<file path="config.mk">
export PLATFORM = sky130hd
export DESIGN_NAME = display_ctrl
export DESIGN_NICKNAME = d
export VERILOG_FILES = /design/src/rtl/display_pkg.sv /design/src/rtl/encoder.sv /design/src/rtl/display_ctrl.sv
export SDC_FILE = /design/constraint.sdc
export NUM_CORES = 1
export LEC_CHECK = 0
export CAP_MARGIN = 20
export CORE_AREA = 2 2 94 106
export CTS_CLUSTER_SIZE = 16
export DETAILED_ROUTE_END_ITERATION = 10
export DIE_AREA = 0 0 96 108
export PLACE_DENSITY = 0.68
export SLEW_MARGIN = 30
export SYNTH_ARGS = -nofsm -noshare
export SYNTH_HDL_FRONTEND = slang
export SYNTH_SLANG_ARGS = --single-unit
</file>
<file path="constraint.sdc">
create_clock -name clk -period 3.5 [get_ports clk]
set_input_delay 1.05 -clock clk [delete_from_list [all_inputs] [get_ports clk]]
set_output_delay 1.05 -clock clk [all_outputs]
set_load 0.05 [all_outputs]
</file>
<file path="src/rtl/display_pkg.sv">
// Shared definitions for the 7-segment display controller: FSM states,
// special segment patterns, value limit and the double-dabble adjust step.
package display_pkg;

    typedef enum logic [1:0] {
        IDLE    = 2'd0,
        CONVERT = 2'd1,
        WRITE   = 2'd2,
        DONE    = 2'd3
    } state_e;

    localparam logic [7:0]  SEG_BLANK  = 8'hFF;
    localparam logic [7:0]  SEG_DASH   = 8'hBF;
    localparam logic [15:0] MAX_VALUE  = 16'd9999;
    localparam int          NUM_DIGITS = 4;

    // Add 3 to every BCD nibble that is 5 or more, so that the following
    // left shift carries correctly into the next decimal digit.
    function automatic logic [15:0] bcd_adjust(input logic [15:0] bcd);
        logic [15:0] r;
        r = bcd;
        for (int n = 0; n < NUM_DIGITS; n++) begin
            if (bcd[n*4 +: 4] >= 4'd5) begin
                r[n*4 +: 4] = bcd[n*4 +: 4] + 4'd3;
            end
        end
        return r;
    endfunction

endpackage

</file>
<file path="src/rtl/encoder.sv">
// Combinational BCD/hex digit to active-low 7-segment pattern.
// Ports:
//   digit_i  4-bit digit
//   seg_o    8-bit pattern, bit 7 = DP (always 1, off), bits 6..0 = g..a
module encoder (
    input  logic [3:0] digit_i,
    output logic [7:0] seg_o
);

    always_comb begin
        unique case (digit_i)
            4'h0: seg_o = 8'hC0;
            4'h1: seg_o = 8'hF9;
            4'h2: seg_o = 8'hA4;
            4'h3: seg_o = 8'hB0;
            4'h4: seg_o = 8'h99;
            4'h5: seg_o = 8'h92;
            4'h6: seg_o = 8'h82;
            4'h7: seg_o = 8'hF8;
            4'h8: seg_o = 8'h80;
            4'h9: seg_o = 8'h90;
            4'hA: seg_o = 8'h88;
            4'hB: seg_o = 8'h83;
            4'hC: seg_o = 8'hC6;
            4'hD: seg_o = 8'hA1;
            4'hE: seg_o = 8'h86;
            default: seg_o = 8'h8E;
        endcase
    end

endmodule

</file>
<file path="src/rtl/display_ctrl.sv">
// Sequencing controller for four 7-segment displays. A binary value is taken
// through a load/busy handshake, converted to BCD by a 16-step double-dabble
// engine, then the four display registers are written one per cycle through a
// single shared encoder.
// Ports:
//   clk, rst        clock, synchronous active-high reset
//   load, value     request to display value (sampled only when not busy)
//   busy            conversion/write in progress
//   done            one-cycle pulse after hex3 has been written
//   hex0..hex3      active-low segment patterns, hex0 = least significant
module display_ctrl
    import display_pkg::*;
#(
    parameter bit BLANK_LEADING = 1'b1
) (
    input  logic        clk,
    input  logic        rst,
    input  logic        load,
    input  logic [15:0] value,
    output logic        busy,
    output logic        done,
    output logic [7:0]  hex0,
    output logic [7:0]  hex1,
    output logic [7:0]  hex2,
    output logic [7:0]  hex3
);

    state_e      state_q, state_d;
    logic [3:0]  cnt_q;
    logic [1:0]  idx_q;
    logic [15:0] bin_q;
    logic [15:0] bcd_q;
    logic        ovf_q;
    logic [7:0]  hex_q [NUM_DIGITS];

    logic        accept;
    logic [15:0] bcd_adj;
    logic [3:0]  enc_digit;
    logic [7:0]  enc_seg;
    logic [7:0]  seg_d;
    logic        upper_zero;

    // The done cycle behaves like IDLE for the handshake, so a load there is
    // taken without losing a cycle.
    assign accept  = load && (state_q == IDLE || state_q == DONE);
    assign bcd_adj = bcd_adjust(bcd_q);

    assign enc_digit = bcd_q[{idx_q, 2'b00} +: 4];

    encoder u_encoder (
        .digit_i (enc_digit),
        .seg_o   (enc_seg)
    );

    // Nibbles idx..3 all zero means this digit is a leading zero.
    assign upper_zero = ((bcd_q >> {idx_q, 2'b00}) == 16'd0);

    // NOTE: every signal assigned in always_comb gets a default first, so no
    // path leaves it unassigned and no latch is inferred.
    always_comb begin
        state_d = state_q;
        seg_d   = enc_seg;

        if (ovf_q) begin
            seg_d = SEG_DASH;
        end else if (BLANK_LEADING && idx_q != 2'd0 && upper_zero) begin
            seg_d = SEG_BLANK;
        end

        unique case (state_q)
            IDLE, DONE: begin
                if (accept) begin
                    state_d = (value > MAX_VALUE) ? WRITE : CONVERT;
                end else begin
                    state_d = IDLE;
                end
            end
            CONVERT: if (cnt_q == 4'd15) state_d = WRITE;
            WRITE:   if (idx_q == 2'(NUM_DIGITS - 1)) state_d = DONE;
            default: state_d = IDLE;
        endcase
    end

    // NOTE: sequential state uses non-blocking assignments so every register
    // samples the pre-edge values of the others.
    always_ff @(posedge clk) begin
        if (rst) begin
            state_q <= IDLE;
            cnt_q   <= '0;
            idx_q   <= '0;
            bin_q   <= '0;
            bcd_q   <= '0;
            ovf_q   <= 1'b0;
            // NOTE: the display registers are reset explicitly because reset
            // must blank the visible digits, not just the control state.
            for (int i = 0; i < NUM_DIGITS; i++) hex_q[i] <= SEG_BLANK;
        end else begin
            state_q <= state_d;
            unique case (state_q)
                IDLE, DONE: begin
                    if (accept) begin
                        bin_q <= value;
                        bcd_q <= '0;
                        ovf_q <= (value > MAX_VALUE);
                        cnt_q <= '0;
                        idx_q <= '0;
                    end
                end
                CONVERT: begin
                    {bcd_q, bin_q} <= {bcd_adj, bin_q} << 1;
                    cnt_q          <= cnt_q + 4'd1;
                end
                WRITE: begin
                    hex_q[idx_q] <= seg_d;
                    idx_q        <= idx_q + 2'd1;
                end
                default: ;
            endcase
        end
    end

    assign busy = (state_q == CONVERT) || (state_q == WRITE);
    assign done = (state_q == DONE);
    assign hex0 = hex_q[0];
    assign hex1 = hex_q[1];
    assign hex2 = hex_q[2];
    assign hex3 = hex_q[3];

endmodule
</file>
==> flow_metrics.env, run 1 <==
export IMPL_status="finished clean"
export IMPL_area_growth_pct=20.3
export IMPL_fin_crit_ps=3240
export IMPL_fmax_mhz=309
export IMPL_layout_commonest_cell="clkdlybuf4s50_1"
export IMPL_drc_errors=0
export IMPL_drt_iter0_markers=115
export IMPL_synthDistinctLibCells=44
export IMPL_crit_family="buffers and inverters"
export IMPL_irDropWorstVdd_mv=0.288
export IMPL_path_max_fanout=10
export IMPL_ant_nets=0
export IMPL_synthFlopType="dfxtp_1"
export IMPL_critical_path_class="flip-flop to output port"
export IMPL_setup_viol=0
export IMPL_grt_start_max_net_pins=46
export IMPL_die_w_um=96
export IMPL_r2r_start="idx_q[1]"
export IMPL_start_util=0.395
export IMPL_maxSlewHeadroom=0.533
export IMPL_slew_violations=0
export IMPL_dieArea_um2=10400
export IMPL_diodes=0
export IMPL_wl_per_cell_um=14.4
export IMPL_min_to="bin_q[0]"
export IMPL_synth_edf_count=28
export IMPL_holdBufCountCts=0
export IMPL_grt_pass1_vias=2707
export IMPL_finalSetupTns_ps=0
export IMPL_synthTopCellsByArea="edfxtp_1 23%, dfxtp_1 23%, ha_1 6.9%"
export IMPL_rows=37
export IMPL_fp_dieH_um=108
export IMPL_cts_buffer_depth=2
export IMPL_pwr_share_clk=0.228
export IMPL_min_from="bin_q[0]"
export IMPL_core_area_um2=9210
export IMPL_swShare=0.376
export IMPL_cts_tree="built"
export IMPL_rsz0062_at_grt="no"
export IMPL_ys_ff_latch=69
export IMPL_antenna_found_initial=0
export IMPL_ys_async_sr_fraction=0
export IMPL_reg2reg_to="hex_q[1][5]"
export IMPL_netlist_instances=368
export IMPL_synth_xor_xnor_area_share=0.0168
export IMPL_grt_overflow=0
export IMPL_synth_simple_area_share=0.172
export IMPL_final_hold_violation_count=0
export IMPL_post_cts_buffers=0
export IMPL_critPathBufInv=3
export IMPL_fill_cells=866
export IMPL_clk_pin_slew_ps=70
export IMPL_io_pins=53
export IMPL_r2r_slack_ps=590
export IMPL_cellPowerDensity_nw_per_um2=589
export IMPL_vias=2809
export IMPL_start_kind="flip-flop"
export IMPL_nets=451
export IMPL_hold_path_cell_count=2
export IMPL_crit_top_cell="inv_1"
export IMPL_min_period_over_period=0.924
export IMPL_hp_class="flip-flop to flip-flop"
export IMPL_final_util=0.476
export IMPL_internal_power_w=0.00161
export IMPL_synthMuxAreaShare=0.0913
export IMPL_clkSinkCount=69
export IMPL_synth_top_area_cell="edfxtp_1"
export IMPL_drive_gt1_frac=0.0863
export IMPL_clock_skew_ps=5.72
export IMPL_p_sw_w=0.000969
export IMPL_synth_compound_area_frac=0.140
export IMPL_crit_path_end_kind="output port"
export IMPL_slowest_delay_ps=810
export IMPL_viasPerCell=5.26
export IMPL_fin_area_um2=4380
export IMPL_cts_resized=0
export IMPL_synthAdderAreaFrac=0.0687
export IMPL_root_buffer="clkbuf_8"
export IMPL_reg2reg_depth=7
export IMPL_dp_hpwl_um=5630
export IMPL_seq_area_frac_synth=0.456
export IMPL_yosys_warnings=0
export IMPL_cts_inserted_buffers=9
export IMPL_crit_required_ps=2450
export IMPL_worst_pin_slew_ps=700
export IMPL_mostFrequentLayoutCells="48 x clkdlybuf4s50_1, 41 x dfxtp_1, 40 x nor2_1"
export IMPL_wl_um=7690
export IMPL_syn_cell_area_um2=3640
export IMPL_clk_latency_ps=350
export IMPL_htree_levels=3
export IMPL_timing_max_cap_violations=0
export IMPL_leakage_nw=1.50
export IMPL_slowest_stage="clkdlybuf4s50_1"
export IMPL_postPlaceCellArea_um2=4200
export IMPL_firstDrtPassIters=7
export IMPL_gp_congestion=0.815
export IMPL_port_buffers=48
export IMPL_grt_pass1_wl_um=12900
export IMPL_seqPwrFrac=0.404
export IMPL_synth_top_family_by_area="simple AND/OR/NAND/NOR gates"
export IMPL_synth_top_cell_area_share=0.231
export IMPL_power_frac_comb=0.368
export IMPL_cp_cell_sequence="inv_1, ha_1, inv_1, clkdlybuf4s50_1"
export IMPL_synth_avg_cell_area_um2=9.90
export IMPL_grt_usage=0.159
export IMPL_worstPathArrival_ps=2190
## logic make-up (layout without fill, tap and decap cells)
kind of cell	count (synthesis)	after routing
AND/OR/NAND/NOR	129	129
adder cells (fa/ha/maj)	20	20
buffers and inverters	41	87
flip-flops	69	69
XOR/XNOR	7	7
other	1	4
AO/OA/AOI/OAI	73	73
multiplexers	28	28
## cell usage after synthesis (2+ instances only)
cell and n:
or3_2 2, xnor2_1 4, o21ai_0 13, xor2_1 3
mux4_2 4, a31oi_1 2, inv_1 18, a31o_2 2
clkbuf_1 12, a21oi_1 20, nand2b_1 9, dfxtp_1 41
buf_6 3, a311oi_1 3, buf_4 4, a22oi_1 11
mux2_2 2, ha_1 20, nand3_1 11, nor4_1 3
nor2_1 40, buf_2 3, nor2b_1 5, nor3_1 10
mux2i_1 22, a211oi_1 16, nor3b_1 6, edfxtp_1 28
nand2_1 35, and3_1 2
## worst register-to-register path, delay by kind of cell (launching register included)
kind                       cells  cell delay, ps
muxes                          1             470
buffers and inverters          1             160
adders and majority gates      1             220
AOI/OAI and AO/OA              1             450
DFF                            1             650
and+or+nand+nor                3             820
## routing by layer
metal / vias to the layer above / routed length (µm) / GRT usage
li1: 1393 / - / -
met1: 1343 / 3320 / 0.197
met2: 62 / 3880 / 0.263
met3: 11 / 319 / 0.0397
met4: 0 / 170 / 0.0633
met5: - / 0 / 0
## power by group through the flow
stage                     registers [W]  clock network, W  logic, W
after CTS                       0.00104          0.000594  0.000957
after floorplan                 0.00113                 0  0.000609
final                           0.00104          0.000588  0.000950
after global routing            0.00106          0.000635   0.00105
after global placement          0.00105                 0  0.000938
after detailed placement        0.00106                 0  0.000954
## state kept, by name, summed over array words and instances (netlist names)
signal   cells
bin_q       16
idx_q        2
bcd_q       16
state_q      2
ovf_q        1
cnt_q        4
hex_q       28
## final cells by class
type	instances	area [µm²]	share of cell area
clock buffer	12	155	0.0354
inverter	18	67.6	0.0154
clock inverter	4	22.5	0.00514
tap	117	146	0.0334
multi-input combinational	261	1800	0.410
sequential	69	1660	0.379
timing repair buffer	53	531	0.121
## worst max path at each step
stage / depth (start not counted) / from / endpoint / slack (ps)
finish: 4 / state_q[0] / busy / 260
global route: 4 / state_q[0] / busy / 180
CTS: 4 / state_q[0] / busy / 240
detailed placement: 5 / rst / hex_q[2][3] / 430
global placement: 5 / rst / hex_q[0][2] / 520
floorplan: 8 / idx_q[0] / hex_q[3][5] / 840
## metrics by stage
stage                     hold WS, ps  std cells  worst slack, ps  total power, W
after floorplan                   432        371              843         0.00174
after global placement            440        518              517         0.00199
after detailed placement          447        518              428         0.00201
after CTS                         456        534              243         0.00259
after global routing              498        534              181         0.00274
final                             459        534              264         0.00258
(Power assumes the default switching activity.)
==> inputs of run 2 (changes only) <==
- RECOVER_POWER: default -> 50
- SLEW_MARGIN: 30 -> 20
==> flow_metrics.env, run 2 (synthesis results as in run 1) <==
export IMPL_drt_iter0_markers=112
export IMPL_timing_max_cap_violations=0
export IMPL_critical_path_class="flip-flop to output port"
export IMPL_status="finished clean"
export IMPL_crit_required_ps=2450
export IMPL_irDropWorstVdd_mv=0.283
export IMPL_start_util=0.395
export IMPL_grt_pass1_vias=2707
export IMPL_fmax_mhz=309
export IMPL_slowest_delay_ps=810
export IMPL_mostFrequentLayoutCells="41 x dfxtp_1, 40 x nor2_1, 38 x clkdlybuf4s50_1"
export IMPL_rows=37
export IMPL_path_max_fanout=10
export IMPL_grt_usage=0.159
export IMPL_min_period_over_period=0.924
export IMPL_crit_path_end_kind="output port"
export IMPL_grt_overflow=0
export IMPL_final_hold_violation_count=0
export IMPL_crit_top_cell="inv_1"
export IMPL_wl_per_cell_um=14.4
export IMPL_die_w_um=96
export IMPL_rsz0062_at_grt="no"
export IMPL_core_area_um2=9210
export IMPL_postPlaceCellArea_um2=4200
export IMPL_clkSinkCount=69
export IMPL_min_from="bin_q[0]"
export IMPL_vias=2819
export IMPL_worst_pin_slew_ps=920
export IMPL_cp_cell_sequence="inv_1, ha_1, inv_1, clkdlybuf4s50_1"
export IMPL_maxSlewHeadroom=0.387
export IMPL_area_growth_pct=19.6
export IMPL_pre_cts_ws_ps=428
export IMPL_root_buffer="clkbuf_8"
export IMPL_grt_pass1_wl_um=12900
export IMPL_top_regs="hex_q (28), bcd_q (16), bin_q (16)"
export IMPL_ant_nets=0
export IMPL_crit_family="buffers and inverters"
export IMPL_holdBufCountCts=0
export IMPL_clock_skew_ps=4.94
export IMPL_drc_errors=0
export IMPL_nets=451
export IMPL_diodes=0
export IMPL_post_cts_buffers=0
export IMPL_r2r_start="idx_q[1]"
export IMPL_finalSetupTns_ps=0
export IMPL_grt_start_max_net_pins=46
export IMPL_hp_class="flip-flop to flip-flop"
export IMPL_regArea_um2=1660
export IMPL_fin_area_um2=4360
export IMPL_worstPathArrival_ps=2180
export IMPL_dieArea_um2=10400
export IMPL_wl_um=7690
export IMPL_start_kind="flip-flop"
export IMPL_cellPowerDensity_nw_per_um2=579
export IMPL_dp_hpwl_um=5630
export IMPL_dp_cells=518
export IMPL_critPathBufInv=3
export IMPL_fin_crit_ps=3230
export IMPL_htree_levels=3
export IMPL_power_w=0.00253
export IMPL_port_buffers=48
export IMPL_firstDrtPassIters=6
export IMPL_fill_cells=872
export IMPL_gp_congestion=0.815
export IMPL_top_register="hex_q"
export IMPL_crit_start="state_q[0]"
export IMPL_clk_pin_slew_ps=70
export IMPL_finalWorstSetupSlack_ps=267
export IMPL_clk_latency_ps=350
export IMPL_setup_viol=0
export IMPL_slew_violations=0
export IMPL_multiInputGateArea_um2=1800
export IMPL_antenna_found_initial=0
export IMPL_io_pins=53
export IMPL_final_cells=534
export IMPL_cts_resized=0
export IMPL_cts_tree="built"
export IMPL_fp_dieH_um=108
export IMPL_largest_reg_flops=28
export IMPL_drive_gt1_frac=0.0743
export IMPL_cts_buffer_depth=2
export IMPL_slowest_stage="clkdlybuf4s50_1"
export IMPL_cts_inserted_buffers=9
export IMPL_viasPerCell=5.28
export IMPL_layout_commonest_cell="dfxtp_1"
export IMPL_leakage_nw=1.47
==> run 2: cell type report <==
type                            instances  area share
Clock inverter                          4     0.00517
Inverter                               18      0.0155
Clock buffer                           12      0.0356
Sequential cell                        69       0.381
Timing Repair Buffer                   53       0.117
Multi-Input combinational cell        261       0.412
Tap cell                              117      0.0336
==> run 2: where the power goes <==
group	internal [W]	switching, W
Combinational	0.000304	0.000593
Clock	0.000292	0.000295
Sequential	0.000967	0.0000732
Total	0.00156	0.000962
==> run 2: worst paths after layout <==
kind | to | slack, ps | cells past startpoint
setup / recovery | busy | 270 | 4
hold / removal | bin_q[0] | 460 | 2
setup reg to reg | hex_q[2][1] | 610 | 7
hold reg to reg | bin_q[0] | 460 | 2
==> run 2: metal layers <==
| layer | vias to the layer above | track usage | routed length [µm] |
|---|---|---|---|
| li1 | 1395 | - | - |
| met1 | 1356 | 0.197 | 3400 |
| met5 | - | 0 | 0 |
| met4 | 0 | 0.0633 | 182 |
| met2 | 55 | 0.263 | 3860 |
| met3 | 13 | 0.0397 | 248 |
==> run 2: metrics by stage <==
stage           util  hold slack (ps)
6_report       0.473              461
3_5_place_dp   0.456              447
5_1_grt        0.473              498
4_1_cts        0.476              456
3_3_place_gp   0.456              440
2_1_floorplan      -              432
==> run 2: tightest hold or removal path, cell delays in order (launching register included) <==
cell and delay [ps]:
dfxtp_1 310, nand2_1 50, a21oi_1 50
==> inputs of run 3 (changes only) <==
--- a/config.mk
+++ b/config.mk
@@ -8,4 +8,5 @@
 export CAP_MARGIN = 20
 export CORE_AREA = 2 2 94 106
+export CTS_CLUSTER_DIAMETER = 150
 export CTS_CLUSTER_SIZE = 16
 export DETAILED_ROUTE_END_ITERATION = 10
==> constraint.sdc (replaced) <==
create_clock -name clk -period 3.5 [get_ports clk]
set_input_delay 1.05 -clock clk [delete_from_list [all_inputs] [get_ports clk]]
set_output_delay 1.05 -clock clk [all_outputs]
set_load 0.01 [all_outputs]
==> flow_metrics.env, run 3 (synthesis results as in run 1) <==
export IMPL_power_w=0.00244
export IMPL_cts_tree="built"
export IMPL_slowest_stage="clkdlybuf4s50_1"
export IMPL_finalSetupTns_ps=0
export IMPL_hp_class="flip-flop to flip-flop"
export IMPL_crit_family="buffers and inverters"
export IMPL_finalWorstSetupSlack_ps=535
export IMPL_slowest_delay_ps=540
export IMPL_min_period_over_period=0.847
export IMPL_start_util=0.395
export IMPL_gp_congestion=0.815
export IMPL_rows=37
export IMPL_diodes=0
export IMPL_grt_start_max_net_pins=46
export IMPL_drc_errors=0
export IMPL_cp_cell_sequence="inv_1, ha_1, inv_1, clkdlybuf4s50_1"
export IMPL_cts_resized=0
export IMPL_wl_per_cell_um=14.4
export IMPL_io_pins=53
export IMPL_die_w_um=96
export IMPL_clk_pin_slew_ps=70
export IMPL_path_max_fanout=10
export IMPL_drt_iter0_markers=113
export IMPL_worst_pin_slew_ps=915
export IMPL_antenna_found_initial=0
export IMPL_core_area_um2=9210
export IMPL_cellPowerDensity_nw_per_um2=558
export IMPL_holdBufCountCts=0
export IMPL_crit_top_cell="inv_1"
export IMPL_cts_buffer_depth=2
export IMPL_timing_max_cap_violations=0
export IMPL_port_buffers=48
export IMPL_setup_viol=0
export IMPL_vias=2827
export IMPL_grt_overflow=0
export IMPL_dieArea_um2=10400
export IMPL_critPathBufInv=3
export IMPL_area_growth_pct=20.1
export IMPL_final_util=0.475
export IMPL_critical_path_class="flip-flop to output port"
export IMPL_htree_levels=3
export IMPL_dp_hpwl_um=5630
export IMPL_largest_reg_flops=28
export IMPL_slew_violations=0
export IMPL_cts_inserted_buffers=9
export IMPL_rsz0062_at_grt="no"
export IMPL_irDropWorstVdd_mv=0.283
export IMPL_clk_latency_ps=340
export IMPL_drive_gt1_frac=0.0767
export IMPL_top_regs="hex_q (28), bcd_q (16), bin_q (16)"
export IMPL_fp_dieH_um=108
export IMPL_clock_skew_ps=5.17
export IMPL_ant_nets=0
export IMPL_nets=451
export IMPL_final_cells=534
export IMPL_worstPathArrival_ps=1920
export IMPL_maxSlewHeadroom=0.390
export IMPL_grt_usage=0.159
export IMPL_clkSinkCount=69
export IMPL_status="finished clean"
export IMPL_top_register="hex_q"
export IMPL_fmax_mhz=337
export IMPL_leakage_nw=1.42
export IMPL_start_kind="flip-flop"
export IMPL_pre_cts_ws_ps=428
export IMPL_firstDrtPassIters=7
export IMPL_grt_pass1_vias=2707
export IMPL_crit_path_end_kind="output port"
export IMPL_root_buffer="clkbuf_8"
export IMPL_wl_um=7660
export IMPL_crit_required_ps=2450
export IMPL_fin_crit_ps=2970
export IMPL_dp_cells=518
export IMPL_grt_pass1_wl_um=12900
export IMPL_viasPerCell=5.29
export IMPL_post_cts_buffers=0
export IMPL_layout_commonest_cell="dfxtp_1"
export IMPL_final_hold_violation_count=0
export IMPL_mostFrequentLayoutCells="41 x dfxtp_1, 40 x nor2_1, 35 x nand2_1"
-- run 3: cell count changes in the layout (fill, tap and decap cells not counted) --
cell             before  now
clkbuf_1              3    2
dlygate4sd3_1        10   31
clkdlybuf4s50_1      38   17
buf_12                0    1
-- run 3: layout make-up --
type	count	area, µm²
repair buffers	53	524
multi-input cells	261	1800
fillers	869	4840
clock buffers	12	155
well taps	117	146
clock inverters	4	22.5
inverters	18	67.6
flip-flops and latches	69	1660
-- run 3: layer usage --
layer  track usage  routed length [µm]  part of all wire
met2         0.263                3850              0.50
met1         0.197                3330              0.43
met3        0.0397                 302             0.039
met4        0.0633                 187             0.024
met5             0                   0                 0
-- run 3: power breakdown --
| part | leakage [nW] | internal (W) | switching (W) |
|---|---|---|---|
| clock network | 0.0921 | 0.000292 | 0.000296 |
| registers | 0.537 | 0.000967 | 0.0000726 |
| logic | 0.791 | 0.000334 | 0.000479 |
| total | 1.42 | 0.00159 | 0.000847 |
-- run 3: path summary, 6_finish.rpt --
check | from | end | slack [ps] | depth (start not counted)
max reg2reg | idx_q[1] | hex_q[2][3] | 630 | 7
min | bin_q[0] | bin_q[0] | 460 | 2
max | state_q[0] | busy | 530 | 4
min reg2reg | bin_q[0] | bin_q[0] | 460 | 2
-- run 3: metrics by stage --
stage                     cell area [µm²]  hold slack [ps]
after floorplan                      3650              432
after global placement               4200              440
after detailed placement             4200              447
after CTS                            4380              456
after global routing                 4380              498
final                                4380              461
-- run 3: worst register-to-register path: cells and delay by family, from the launching register on --
kind / cells / cell delay [ps]
flops: 1 / 620
simple gates: 3 / 830
buf+inv: 1 / 160
compound gates: 1 / 450
fa+ha+maj: 1 / 220
mux: 1 / 460
